==> src/rtl/dmem_arb_pkg.sv <==
// Shared types and constants for the data-memory arbiter between the CPU MEM stage and the debug loader.
// Arbitration mode is selected by DMEM_ARB_RR_EN (see dmem_arb_pick).
package dmem_arb_pkg;

    typedef enum logic [1:0] {
        ST_IDLE = 2'd0,
        ST_BUSY = 2'd1,
        ST_RESP = 2'd2
    } arb_state_e;

    typedef enum logic {
        OWN_CPU = 1'b0,
        OWN_DBG = 1'b1
    } owner_e;

    localparam int LAT_MIN = 1;
    localparam int LAT_MAX = 15;
    localparam int CNT_W   = 4;

    // Counter preload so that BUSY lasts exactly lat cycles.
    function automatic logic [CNT_W-1:0] cnt_init(input int lat);
        return CNT_W'(lat - 1);
    endfunction

endpackage

==> src/rtl/dmem_arb_pick.sv <==
// Combinational grant selection between CPU and debug requests.
// DMEM_ARB_RR_EN defined: contention goes to the side not served last; undefined: CPU always wins.
module dmem_arb_pick
    import dmem_arb_pkg::*;
(
    input  logic   cpu_req,
    input  logic   dbg_req,
    input  logic   last_cpu,
    output logic   gnt_valid,
    output owner_e gnt_owner
);

`ifdef DMEM_ARB_RR_EN
    always_comb begin
        gnt_valid = cpu_req | dbg_req;
        gnt_owner = OWN_CPU;
        if (cpu_req && dbg_req) begin
            gnt_owner = last_cpu ? OWN_DBG : OWN_CPU;
        end else if (dbg_req) begin
            gnt_owner = OWN_DBG;
        end
    end
`else
    logic unused_last_cpu;
    assign unused_last_cpu = last_cpu;

    always_comb begin
        gnt_valid = cpu_req | dbg_req;
        gnt_owner = OWN_CPU;
        if (dbg_req && !cpu_req) begin
            gnt_owner = OWN_DBG;
        end
    end
`endif

endmodule

==> src/rtl/dmem_arbiter.sv <==
// Single-port data-memory arbiter: CPU MEM stage vs. debug loader, fixed-latency memory access.
// Grant policy selected by DMEM_ARB_RR_EN (round-robin when defined, CPU priority otherwise).
module dmem_arbiter
    import dmem_arb_pkg::*;
#(
    parameter int LAT = 1,
    parameter int AW  = 32
) (
    input  logic          clk_i,
    input  logic          rst_i,
    input  logic          cpu_req_i,
    input  logic          cpu_we_i,
    input  logic [AW-1:0] cpu_addr_i,
    input  logic [31:0]   cpu_wdata_i,
    output logic [31:0]   cpu_rdata_o,
    output logic          cpu_stall_o,
    input  logic          dbg_req_i,
    input  logic          dbg_we_i,
    input  logic [AW-1:0] dbg_addr_i,
    input  logic [31:0]   dbg_wdata_i,
    output logic          dbg_ack_o,
    output logic [31:0]   dbg_rdata_o,
    output logic [AW-1:0] mem_addr_o,
    output logic [31:0]   mem_wdata_o,
    output logic          mem_MemRead_o,
    output logic          mem_MemWrite_o,
    input  logic [31:0]   mem_rdata_i
);

    localparam logic [CNT_W-1:0] CNT_INIT = cnt_init(LAT);

    arb_state_e       state_reg, state_next;
    owner_e           owner_reg, owner_next;
    logic [CNT_W-1:0] cnt_reg,   cnt_next;
    logic [AW-1:0]    addr_reg,  addr_next;
    logic [31:0]      wdata_reg, wdata_next;
    logic             we_reg,    we_next;
    // Cleared once the owner drops its request; a dead access still runs but reports nothing.
    logic             alive_reg, alive_next;

    logic   gnt_valid;
    owner_e gnt_owner;
    logic   owner_req;
    logic   cap_en;

    dmem_arb_pick u_pick (
        .cpu_req   (cpu_req_i),
        .dbg_req   (dbg_req_i),
        .last_cpu  (owner_reg == OWN_CPU),
        .gnt_valid (gnt_valid),
        .gnt_owner (gnt_owner)
    );

    assign owner_req = (owner_reg == OWN_DBG) ? dbg_req_i : cpu_req_i;
    assign cap_en    = (state_reg == ST_BUSY) && (cnt_reg == '0) && alive_reg
                       && owner_req && !we_reg;

    always_comb begin
        state_next = state_reg;
        owner_next = owner_reg;
        cnt_next   = cnt_reg;
        addr_next  = addr_reg;
        wdata_next = wdata_reg;
        we_next    = we_reg;
        alive_next = alive_reg;
        case (state_reg)
            ST_IDLE: begin
                if (gnt_valid) begin
                    owner_next = gnt_owner;
                    cnt_next   = CNT_INIT;
                    alive_next = 1'b1;
                    state_next = ST_BUSY;
                    if (gnt_owner == OWN_DBG) begin
                        addr_next  = dbg_addr_i;
                        wdata_next = dbg_wdata_i;
                        we_next    = dbg_we_i;
                    end else begin
                        addr_next  = cpu_addr_i;
                        wdata_next = cpu_wdata_i;
                        we_next    = cpu_we_i;
                    end
                end
            end
            ST_BUSY: begin
                if (!owner_req) begin
                    alive_next = 1'b0;
                end
                if (cnt_reg == '0) begin
                    state_next = ST_RESP;
                end else begin
                    cnt_next = cnt_reg - 1'b1;
                end
            end
            ST_RESP: begin
                state_next = ST_IDLE;
            end
            default: begin
                state_next = ST_IDLE;
            end
        endcase
    end

    always_ff @(posedge clk_i) begin
        if (rst_i) begin
            state_reg <= ST_IDLE;
            owner_reg <= OWN_CPU;
            cnt_reg   <= '0;
            addr_reg  <= '0;
            wdata_reg <= '0;
            we_reg    <= 1'b0;
            alive_reg <= 1'b0;
        end else begin
            state_reg <= state_next;
            owner_reg <= owner_next;
            cnt_reg   <= cnt_next;
            addr_reg  <= addr_next;
            wdata_reg <= wdata_next;
            we_reg    <= we_next;
            alive_reg <= alive_next;
        end
    end

    // Per-owner read-data holding registers; index follows the owner_e encoding.
    genvar gi;
    generate
        for (gi = 0; gi < 2; gi++) begin : g_rdata
            logic [31:0] rdata_reg;
            always_ff @(posedge clk_i) begin
                if (rst_i) begin
                    rdata_reg <= '0;
                end else if (cap_en && (int'(owner_reg) == gi)) begin
                    rdata_reg <= mem_rdata_i;
                end
            end
        end
    endgenerate

    assign cpu_rdata_o    = g_rdata[0].rdata_reg;
    assign dbg_rdata_o    = g_rdata[1].rdata_reg;
    assign mem_addr_o     = addr_reg;
    assign mem_wdata_o    = wdata_reg;
    assign mem_MemWrite_o = (state_reg == ST_BUSY) && we_reg;
    assign mem_MemRead_o  = (state_reg == ST_BUSY) && !we_reg;
    assign dbg_ack_o      = (state_reg == ST_RESP) && (owner_reg == OWN_DBG)
                            && alive_reg && dbg_req_i;
    assign cpu_stall_o    = cpu_req_i && !((state_reg == ST_RESP) && (owner_reg == OWN_CPU));

endmodule

==> config.mk <==
export PLATFORM = sky130hd
export DESIGN_NAME = dmem_arbiter
export DESIGN_NICKNAME = d
export VERILOG_FILES = /design/src/rtl/dmem_arb_pkg.sv /design/src/rtl/dmem_arb_pick.sv /design/src/rtl/dmem_arbiter.sv
export SDC_FILE = /design/constraint.sdc
export NUM_CORES = 1
export LEC_CHECK = 0
export BUFFER_PORTS_ARGS = -buffer_cell sky130_fd_sc_hd__buf_2
export CAP_MARGIN = 25
export CORE_AREA = 10 10 144 106
export CTS_BUF_LIST = sky130_fd_sc_hd__clkbuf_8
export CTS_CLUSTER_SIZE = 12
export DETAILED_ROUTE_END_ITERATION = 12
export DIE_AREA = 0 0 154 116
export PLACE_DENSITY_LB_ADDON = 0.1
export SETUP_SLACK_MARGIN = 0.15
export SLEW_MARGIN = 5
export SYNTH_ARGS = -nofsm -noshare
export SYNTH_HDL_FRONTEND = slang
export SYNTH_SLANG_ARGS = --single-unit
==> constraint.sdc <==
create_clock -name clk_i -period 2.93 [get_ports clk_i]
set_clock_uncertainty 0.15 [all_clocks]
set_input_delay 0.586 -clock clk_i [delete_from_list [all_inputs] [get_ports clk_i]]
set_output_delay 0.586 -clock clk_i [all_outputs]
set_load 0.01 [all_outputs]
==> results of run 1 <==
## area by class of cell
type / count / area share (%)
Clock buffer: 19 / 3.37
Timing Repair Buffer: 308 / 20.7
Inverter: 5 / 0.242
Sequential cell: 137 / 35.4
Tap cell: 162 / 2.62
Multi-Input combinational cell: 331 / 35.7
Clock inverter: 11 / 1.91
## cells in the mapped netlist (2+ instances only)
| cell type | n | area, sq um |
|---|---|---|
| ha_1 | 2 | 25.0 |
| o2bb2ai_1 | 65 | 569 |
| buf_2 | 4 | 20.0 |
| buf_12 | 3 | 60.1 |
| buf_1 | 6 | 22.5 |
| nor3_1 | 2 | 10.0 |
| buf_4 | 5 | 37.5 |
| nor4_1 | 2 | 12.5 |
| a21oi_1 | 6 | 30.0 |
| nand2_1 | 3 | 11.3 |
| inv_1 | 5 | 18.8 |
| mux2i_1 | 129 | 1290 |
| dfxtp_1 | 137 | 2740 |
| nand2b_1 | 98 | 613 |
| nor2b_1 | 2 | 12.5 |
| clkbuf_1 | 23 | 86.3 |
| o21ai_0 | 2 | 10.0 |
| nor2_1 | 2 | 7.51 |
## per-stage QoR
step | hold slack [ns] | util (%)
3_3_place_gp | 0.289 | 59.3
2_1_floorplan | 0.313 | -
4_1_cts | 0.244 | 62.6
5_1_grt | 0.260 | 62.6
3_5_place_dp | 0.292 | 59.3
6_report | 0.264 | 62.6
## critical path, stage by stage, from the launching register on
cell,delay (ns)
dfxtp_1,0.33
inv_1,0.08
ha_1,0.15
or3b_1,0.47
or4_4,0.82
mux2i_1,0.21
## power by group
| group | switching (mW) | internal, mW |
|---|---|---|
| sequential | 0.0578 | 1.97 |
| combinational | 0.319 | 0.288 |
| clock | 0.728 | 0.879 |
| total | 1.10 | 3.13 |
## worst paths after layout
check,endpoint,cells past startpoint
min reg2reg,mem_addr_o[10],1
min,mem_addr_o[30],3
max,dbg_rdata_o[18],5
max reg2reg,dbg_rdata_o[18],5
## cell families after synthesis
family          Yosys count  synth area share, %
mux                     129                 22.5
fa+ha+maj                 2                0.435
compound gates           80                 11.6
flops                   137                 47.7
buf+inv                  47                 4.46
simple gates            120                 13.3
## metal layers
metal	vias up	global-route usage [%]	share of wire, %
met4	0	7.66	1.9
met3	28	8.92	9.8
met1	2291	21.1	40
met2	181	32.1	48
li1	2398	-	-
met5	-	0	0
==> run metrics, run 1 <==
crit path capture type flop; RR Startpoint cnt_reg[0]; DRC viols 0; die span in y roughly 120 microns; gr ovfl total 0; initial antenna violation count 0; Ant. Diodes 0; Worst-path clk slew 0.08 ns; clk_lat worst skew about 0.43 ns; syn_nets 683; commonest cells after routing, fill and taps aside buf_2 (297), dfxtp_1 (137), mux2i_1 (129), nand2b_1 (98), o2bb2ai_1 (65); Worst Hold Class input port to flop; commonest non-fill, non-tap cell in the layout buf_2; final setup violation count 0; hold path startpoint cpu_addr_i[30]; DR vias/cell 5.03; R2R setup slack between 0.5 and 0.6 ns; MaxCap Viol Count 0; fin. max-slew vios 0; Synth Warn # 0; Hold-fix buffers, CTS 0; WP data required 3.07 ns; Synth Flop Type dfxtp_1; Max Clock Freq 0.425 GHz; # nets final 968; # rows 34; Post-Syn Instances 515; post-CTS setup buffers 0; number of non-filler instances in the completed layout 973; Post-synth EDFFs 0; Final Critical Period 2.35 ns; drt first pass iters 4; Cells after DPL around 940; Die Wd between 150 and 200 microns; Post-Place Setup Slack 0.572 ns; syn_area_per_cell 11.2 sq um; Max-slew headroom 56.5%; Leakage 3.74 nW; Crit path arrival time roughly 2.5 ns; DR vias 4898; register area 2740 sq um; DRT Wirelength around 18 mm; RD Place Congestion 0.817; Tot GR Track Use 19.2%; number of fill cells in the layout 1063; Final Cycle Share 80.3%; worst vdd ir 401 uV; fraction of registers with async set/reset 0%; Fin. Hold Viols 0; pwr dens 547 nW/um^2; count of input and output buffers between 200 and 300; total I/O pin count 298; final instance area 7750 sq um; first-pass GRT wire length ~28 mm; Initial Utilization 46.5%; vias in the first global route 5169; share of layout cells above drive strength 1 around 43%; Antenna Nets Post-Route 0; hpwl dp 14.3 mm; footprint of the multi-input gates roughly 2800 sq um; post_cts resized 0; Die ar. between 15000 and 20000 sq um; CTS sink cnt 137; Core Area 12400 sq um; Avg WL per Cell around 19 microns; area grow syn2layout 34.8%; Clock Root Buffer clkbuf_8; sequential fraction of the synthesis area 47.7%; crit path max fanout 32; DP Area 7340 sq um; Worst Setup Start Kind flop; Final Power 4.24 mW; FF+latch count, synth 137; Slew @ Worst Pin around 0.65 ns; status completed; critical path class flop to flop; final worst setup slack 0.577 ns; TNS Setup 0 ns; CP startpoint cnt_reg[0]; largest net degree at the start of global routing 77; worst-case clock buffer depth 2; RSZ-0062 raised after global routing false; CTS tree yes; number of H-tree levels 4; TritonCTS Buffers 17; First DRT Iteration DRCs 232; Cell Area, Synth 5750 sq um; synth unique cells 37
Note: power is estimated with default switching activity, not from simulation.
==> inputs of run 2 (changes only) <==
- ABC_AREA: not set -> 1
- CORE_AREA: 10 10 144 106 -> 10 10 158 116
- DIE_AREA: 0 0 154 116 -> 0 0 168 126
- clock period: 2.93 -> 1.9 ns (I/O delays scaled with it)
==> run metrics, run 2 <==
TritonCTS Buffers 17 (unchanged); Crit path largest cell delay 0.33 ns (-0.49 ns); sequential share of power 40.8% (-7.0 points); CTS tree yes; clk_lat worst skew 0.45 ns (+0.02 ns); worst vdd ir 477 uV (+19%); die span in y 126 microns (+8.6%); Max Clock Freq roughly 0.54 GHz; MaxCap Viol Count 0 (unchanged); total I/O pin count 298 (unchanged); Slew @ Worst Pin 0.410 ns (-0.240 ns); final setup violation count 0 (unchanged); RD Place Congestion 0.801 (-1.9%); Clock Root Buffer clkbuf_8; Final Cycle Share 98.1%; DR vias 7052 (+44%); largest net degree at the start of global routing 65 (-16%); # rows 38 (+12%); syn_nets 1188 (+74%); Post-synth EDFFs 0 (unchanged); First DRT Iteration DRCs 473 (+100%); Die ar. 21200 sq um (+18%); Crit path arrival time 1.33 ns (-1.16 ns); commonest non-fill, non-tap cell in the layout nand2_1; count of input and output buffers 297 (unchanged); Clock power frac 32.4% (-5.5 points); sw frac 33.1% (+7.0 points); initial antenna violation count 0 (unchanged); first-pass GRT wire length 35.3 mm (+28%); syn_area_per_cell 6.46 sq um (-42%); fraction of registers with async set/reset 0% (unchanged); Fin. Hold Viols 0 (unchanged); adder-cell share of the synthesized area 0.380% (-0.055 points); Worst Hold Class input port to flop; final worst setup slack 0.0358 ns (-0.541 ns); Final Power 8.17 mW (+93%); Synth top cells by count nand2_1 (311), inv_1 (171), nor2_1 (171); pwr dens 894 nW/um^2 (+63%); Int Power 5.47 mW (+74%); combinational share of power 26.8% (+13 points); CTS sink cnt 137 (unchanged); DRC viols 0 (unchanged); DR vias/cell 4.59 (-8.9%); drt first pass iters 5 (+1); crit path capture type primary output; status completed; cell taking the most area after synthesis dfxtp_1; crit path max fanout 2 (-94%); Cell Area, Synth 6590 sq um (+15%); Initial Utilization 43.2% (-3.3 points); Leakage 5.04 nW (+35%); Final Critical Period 1.86 ns; ranking of synthesized cells by area dfxtp_1 (42%), nand2_1 (18%), inv_1 (9.7%); post-synthesis mux area share 0% (-22 points); critical path class flop to primary output; FF+latch count, synth 137 (unchanged); # nets final 1492 (+54%); top-count cell post-synth nand2_1; Synth Flop Type dfxtp_1; Post-Syn Instances 1020 (+98%); Crit-path slowest cell dfxtp_2; Sw Pwr 2.70 mW (+140%); Die Wd 168 microns (+9.1%); Avg WL per Cell 14.7 microns (-22%); Max-slew headroom 72.6% (+16 points); Simple-Gate Fraction of Synth Area 36.3% (+23 points); commonest cells after routing, fill and taps aside nand2_1 (309), buf_2 (297), nor2_1 (171), inv_1 (168), dfxtp_1 (135); Tot GR Track Use 20.2% (+0.94 points); DRT Wirelength 22.6 mm (+24%); worst-case clock buffer depth 2 (unchanged); Post-Place Setup Slack 0.162 ns (-0.411 ns); gr ovfl total 0 (unchanged); critical path, cell by cell inv_2 > or2_4 > o21ai_2 > inv_1 > buf_2; Worst-path clk slew 0.08 ns (about the same); synth unique cells 23 (-38%); WP data required 1.37 ns (-1.70 ns); Worst Setup Start Kind flop; largest family of logic cells by synthesized area simple AND/OR/NAND/NOR gates; sequential fraction of the synthesis area 41.6% (-6.1 points); area grow syn2layout 38.8%; Antenna Nets Post-Route 0 (unchanged); share of layout cells above drive strength 1 28.1% (-15 points); number of H-tree levels 4 (unchanged); RSZ-0062 raised after global routing true; share of the synthesized area in the top cell type 41.6% (-6.1 points); vias in the first global route 6802 (+32%); Synth Warn # 0 (unchanged); fin. max-slew vios 0 (unchanged); hpwl dp 16.0 mm (+12%); compound-gate portion of the synthesized area 6.63% (-5.0 points); XOR/XNOR Fraction of Synth Area 0% (unchanged); Core Area 15300 sq um (+23%)
-- run 2: cell count changes in the layout (fill, tap and decap cells not counted), sizes merged, moves of 49 or more --
cell	delta
inv	+171
mux2i	-129
nand2b	-98
nor2	+172
o2bb2ai	-65
nand2	+310
o211ai	+49
nand4	+64
-- run 2: layout make-up --
class,instances,area (sq um)
Fill cell,1476,6120
Tap cell,200,250
Clock inverter,14,198
Multi-Input combinational cell,641,2890
Inverter,174,656
Clock buffer,17,234
Sequential cell,137,2750
Timing Repair Buffer,353,2170
Antenna cell,1,2.50
-- run 2: kinds of logic after synthesis --
| kind of cell | after synthesis |
|---|---|
| AO/OA/AOI/OAI | 62 |
| adder cells (fa/ha/maj) | 2 |
| buffers and inverters | 242 |
| flip-flops | 137 |
| AND/OR/NAND/NOR | 577 |
-- run 2: path summary, 6_finish.rpt --
check | start | slack, ns | end | cells after the start
max | state_reg[1] | 0.04 | cpu_stall_o | 5
min reg2reg | mem_wdata_o[5] | 0.30 | mem_wdata_o[5] | 2
max reg2reg | cnt_reg[0] | 0.18 | dbg_rdata_o[23] | 9
min | dbg_wdata_i[17] | 0.03 | mem_wdata_o[17] | 3
-- run 2: stage by stage --
| step | cell area, sq um | utilization [%] | cells | setup TNS (ns) | hold slack, ns |
|---|---|---|---|---|---|
| 2_1_floorplan | 6590 | - | 1020 | 0 | 0.296 |
| 3_3_place_gp | 8310 | 54.4 | 1471 | 0 | 0.273 |
| 3_5_place_dp | 8310 | 54.4 | 1471 | 0 | 0.281 |
| 4_1_cts | 9050 | 59.3 | 1532 | -0.0255 | 0.000255 |
| 5_1_grt | 9140 | 59.9 | 1536 | -0.0664 | 0.0191 |
| 6_report | 9140 | 59.9 | 1537 | 0 | 0.0294 |
-- run 2: critical path, delay by kind of cell, from the launching register on --
family / cells / cell delay, ns
compound gates: 1 / 0.10
buf+inv: 3 / 0.21
flops: 1 / 0.33
simple gates: 1 / 0.23
-- run 2: repair_timing --
item / in CTS / in global routing
hold buffers: 30 / 0
cloned: 0 / 2
buffers inserted: 0 / 2
gates resized for setup: 7 / 6
pin swaps: 1 / 4
endpoints found under the hold margin: 30 / 0
endpoints found under the setup margin: 4 / 8
-- run 2: metal layers --
layer	up-vias	wire (microns)	GRT usage, %
li1	3722	-	-
met1	3079	10000	25.0
met2	229	10000	31.4
met3	22	2230	8.45
met4	0	287	5.98
met5	-	0	0
-- run 2: power by group through the flow --
stage / sequential [mW] / clock [mW] / combinational, mW
after global routing: 3.37 / 2.81 / 2.46
final: 3.33 / 2.64 / 2.19
after floorplan: 3.51 / 0 / 1.15
after global placement: 3.39 / 0 / 2.11
after CTS: 3.33 / 2.71 / 2.17
after detailed placement: 3.39 / 0 / 2.11
==> inputs of run 3 (changes only) <==
- CORE_AREA: 10 10 158 116 -> 10 10 159 116
- DIE_AREA: 0 0 168 126 -> 0 0 169 126
- SYNTH_HIERARCHICAL: not set -> 1
==> run metrics, run 3 <==
sequential fraction of the synthesis area 40.3% (-1.4 points); critical path, cell by cell buf_4 > inv_6 > nand3_2 > nand2_4 > nand3_2 > nand2_1 > inv_1 > nor2_1; # rows 38 (unchanged); R2R setup slack 0.13 ns (-0.05 ns); cell taking the most area after synthesis dfxtp_1; Final Power 8.07 mW (-1.3%); Leakage 4.92 nW (-2.3%); ranking of synthesized cells by area dfxtp_1 (40%), nand2_1 (18%), inv_1 (13%); die span in y 126 microns (unchanged); WP buf/inv 3 (unchanged); Critical Path Sink dbg_rdata_o[25]; Worst Setup Start Kind flop; number of fill cells in the layout 1559 (+5.6%); cell count of the worst reg-to-reg path 8 (-1); Cell Area, Synth 6810 sq um (+3.4%); Synth Flop Type dfxtp_1; area grow syn2layout 32.8%; pwr dens 891 nW/um^2 (-0.23%); syn_area_per_cell 6.37 sq um (-1.3%); Slew @ Worst Pin 0.306 ns (-0.105 ns); vias in the first global route 6667 (-2.0%); RR Startpoint owner_reg; commonest non-fill, non-tap cell in the layout nand2_1; Worst Hold Class input port to flop; Synth Warn # 6 (+6); worst vdd ir 400 uV (-16%); Synth top cells by count nand2_1 (331), inv_1 (229), dfxtp_1 (137); first-pass GRT wire length 33.3 mm (-5.6%); Post-Syn Instances 1069 (+4.8%); hpwl dp 15.7 mm (-1.8%); CP startpoint owner_reg; critical path class flop to flop; Crit path largest cell delay 0.36 ns (+0.03 ns); fraction of registers with async set/reset 0% (unchanged); count of input and output buffers 297 (unchanged); # nets final 1514 (+1.5%); TNS Setup 0 ns (unchanged); crit path max fanout 16 (+14); TritonCTS Buffers 17 (unchanged); Die ar. 21300 sq um (+0.60%); top-count cell post-synth nand2_1; share of layout cells above drive strength 1 28.4% (+0.26 points); Final Cycle Share 93.3% (-4.8 points); CP Depth 8 (+3); status completed; Max-slew headroom 79.6% (+7.0 points); MaxCap Viol Count 0 (unchanged); Fin. Hold Viols 0 (unchanged); Post-synth EDFFs 0 (unchanged); Worst-path clk slew 0.08 ns (about the same); number of H-tree levels 4 (unchanged); Avg WL per Cell 14.2 microns (-3.0%); Clock Root Buffer clkbuf_8; most frequent CP cell nand3_2; worst-case clock buffer depth 2 (unchanged); WP data required 2.14 ns (+0.77 ns); Initial Utilization 44.4% (+1.2 points); CTS tree yes; fin. max-slew vios 0 (unchanged); DR vias 7171 (+1.7%); DR vias/cell 4.60 (+0.19%); largest net degree at the start of global routing 85 (+31%); gr ovfl total 0 (unchanged); Worst Hold Depth 5 (+2); Core Area 15400 sq um (+0.62%); FF+latch count, synth 137 (unchanged); DRT Wirelength 22.2 mm (-1.5%); CTS sink cnt 137 (unchanged); crit path capture type flop; syn_nets 1237 (+4.1%); initial antenna violation count 1 (+1); commonest cells after routing, fill and taps aside nand2_1 (330), buf_2 (294), inv_1 (227), dfxtp_1 (134), nor2_1 (72); share of the synthesized area in the top cell type 40.3% (-1.4 points); clk_lat worst skew 0.45 ns (about the same); final setup violation count 0 (unchanged); synth unique cells 22 (-4.3%); RSZ-0062 raised after global routing true; Antenna Nets Post-Route 0 (unchanged); Die Wd 169 microns (+0.60%); First DRT Iteration DRCs 485 (+2.5%); Crit-path slowest cell dfxtp_4; drt first pass iters 5 (unchanged); Final Critical Period 1.77 ns (-0.0909 ns); total I/O pin count 298 (unchanged); crit-path leading delay family simple AND/OR/NAND/NOR gates; Crit path arrival time 2.02 ns (+0.69 ns); FF-to-FF End dbg_rdata_o[25]; Tot GR Track Use 19.0% (-1.1 points); DRC viols 0 (unchanged); Max Clock Freq 0.564 GHz (+5.1%); RD Place Congestion 0.780 (-2.6%)
-- run 3: changes by cell type after synthesis, sizes merged, moves of 3 or more --
| cell | change |
|---|---|
| a21oi | +66 |
| nor2 | -98 |
| clkbuf | +4 |
| nand2 | +19 |
| or2 | -3 |
| o211ai | -49 |
| nand3 | -13 |
| o21ai | +60 |
| inv | +65 |
-- run 3: what timing repair did --
item / in CTS / in global routing
gates resized for setup: 13 / 19
endpoints found under the setup margin: 36 / 69
cloned: 1 / 4
hold buffers: 0 / 0
setup buffers: 6 / 2
pin swaps: 4 / 4
endpoints found under the hold margin: 0 / 0
-- run 3: stage by stage --
step	util, %	worst slack [ns]	instances	instance area (sq um)	hold slack, ns
6_report	58.9	0.127	1560	9050	0.110
2_1_floorplan	-	0.369	1069	6810	0.276
3_5_place_dp	54.6	-0.00354	1514	8390	0.297
4_1_cts	57.8	0.0872	1553	8880	0.0810
5_1_grt	58.9	0.0476	1560	9050	0.112
3_3_place_gp	54.6	0.0714	1514	8390	0.293
-- run 3: layout make-up --
class / count / area, sq um / share of cell area (%)
multi-input cells: 626 / 2830 / 31.3
flip-flops and latches: 137 / 2750 / 30.4
repair buffers: 326 / 1920 / 21.2
inverters: 238 / 901 / 9.96
clock buffers: 21 / 289 / 3.19
well taps: 200 / 250 / 2.77
clock inverters: 11 / 105 / 1.16
diodes: 1 / 2.50 / 0.0277
-- run 3: power breakdown --
part | switching [mW] | internal (mW) | total [mW]
clock | 1.14 | 1.28 | 2.42
sequential | 0.149 | 3.15 | 3.30
combinational | 1.44 | 0.909 | 2.35
-- run 3: how the worst min path moves through the flow --
stage,startpoint,to,slack [ns]
final,cpu_addr_i[26],mem_addr_o[26],0.11
after global routing,cpu_addr_i[26],mem_addr_o[26],0.11
after CTS,mem_rdata_i[28],dbg_rdata_o[28],0.08
after detailed placement,cnt_reg[0],cnt_reg[0],0.30
after global placement,cnt_reg[0],cnt_reg[0],0.29
after floorplan,cnt_reg[0],cnt_reg[0],0.28
-- run 3: cells by family after synthesis --
| kind of cell | after synthesis | share of synthesized area, % |
|---|---|---|
| adder cells (fa/ha/maj) | 2 | 0.367 |
| AND/OR/NAND/NOR | 482 | 29.8 |
| flip-flops | 137 | 40.3 |
| buffers and inverters | 308 | 19.3 |
| AO/OA/AOI/OAI | 140 | 10.3 |
-- run 3: metal layers --
metal	share of wire, %	vias to the layer above	global-route usage (%)
met5	0	-	0
met4	1.1	0	5.72
met3	9.3	21	8.05
met2	46	248	30.1
met1	44	3131	23.1
li1	-	3771	-
-- run 3: worst register-to-register path, stage by stage, from the launching register on --
cell     delay, ns
dfxtp_4       0.36
buf_4         0.18
inv_6         0.14
nand3_2       0.11
nand2_4       0.22
nand3_2       0.29
nand2_1       0.14
inv_1         0.05
nor2_1        0.09
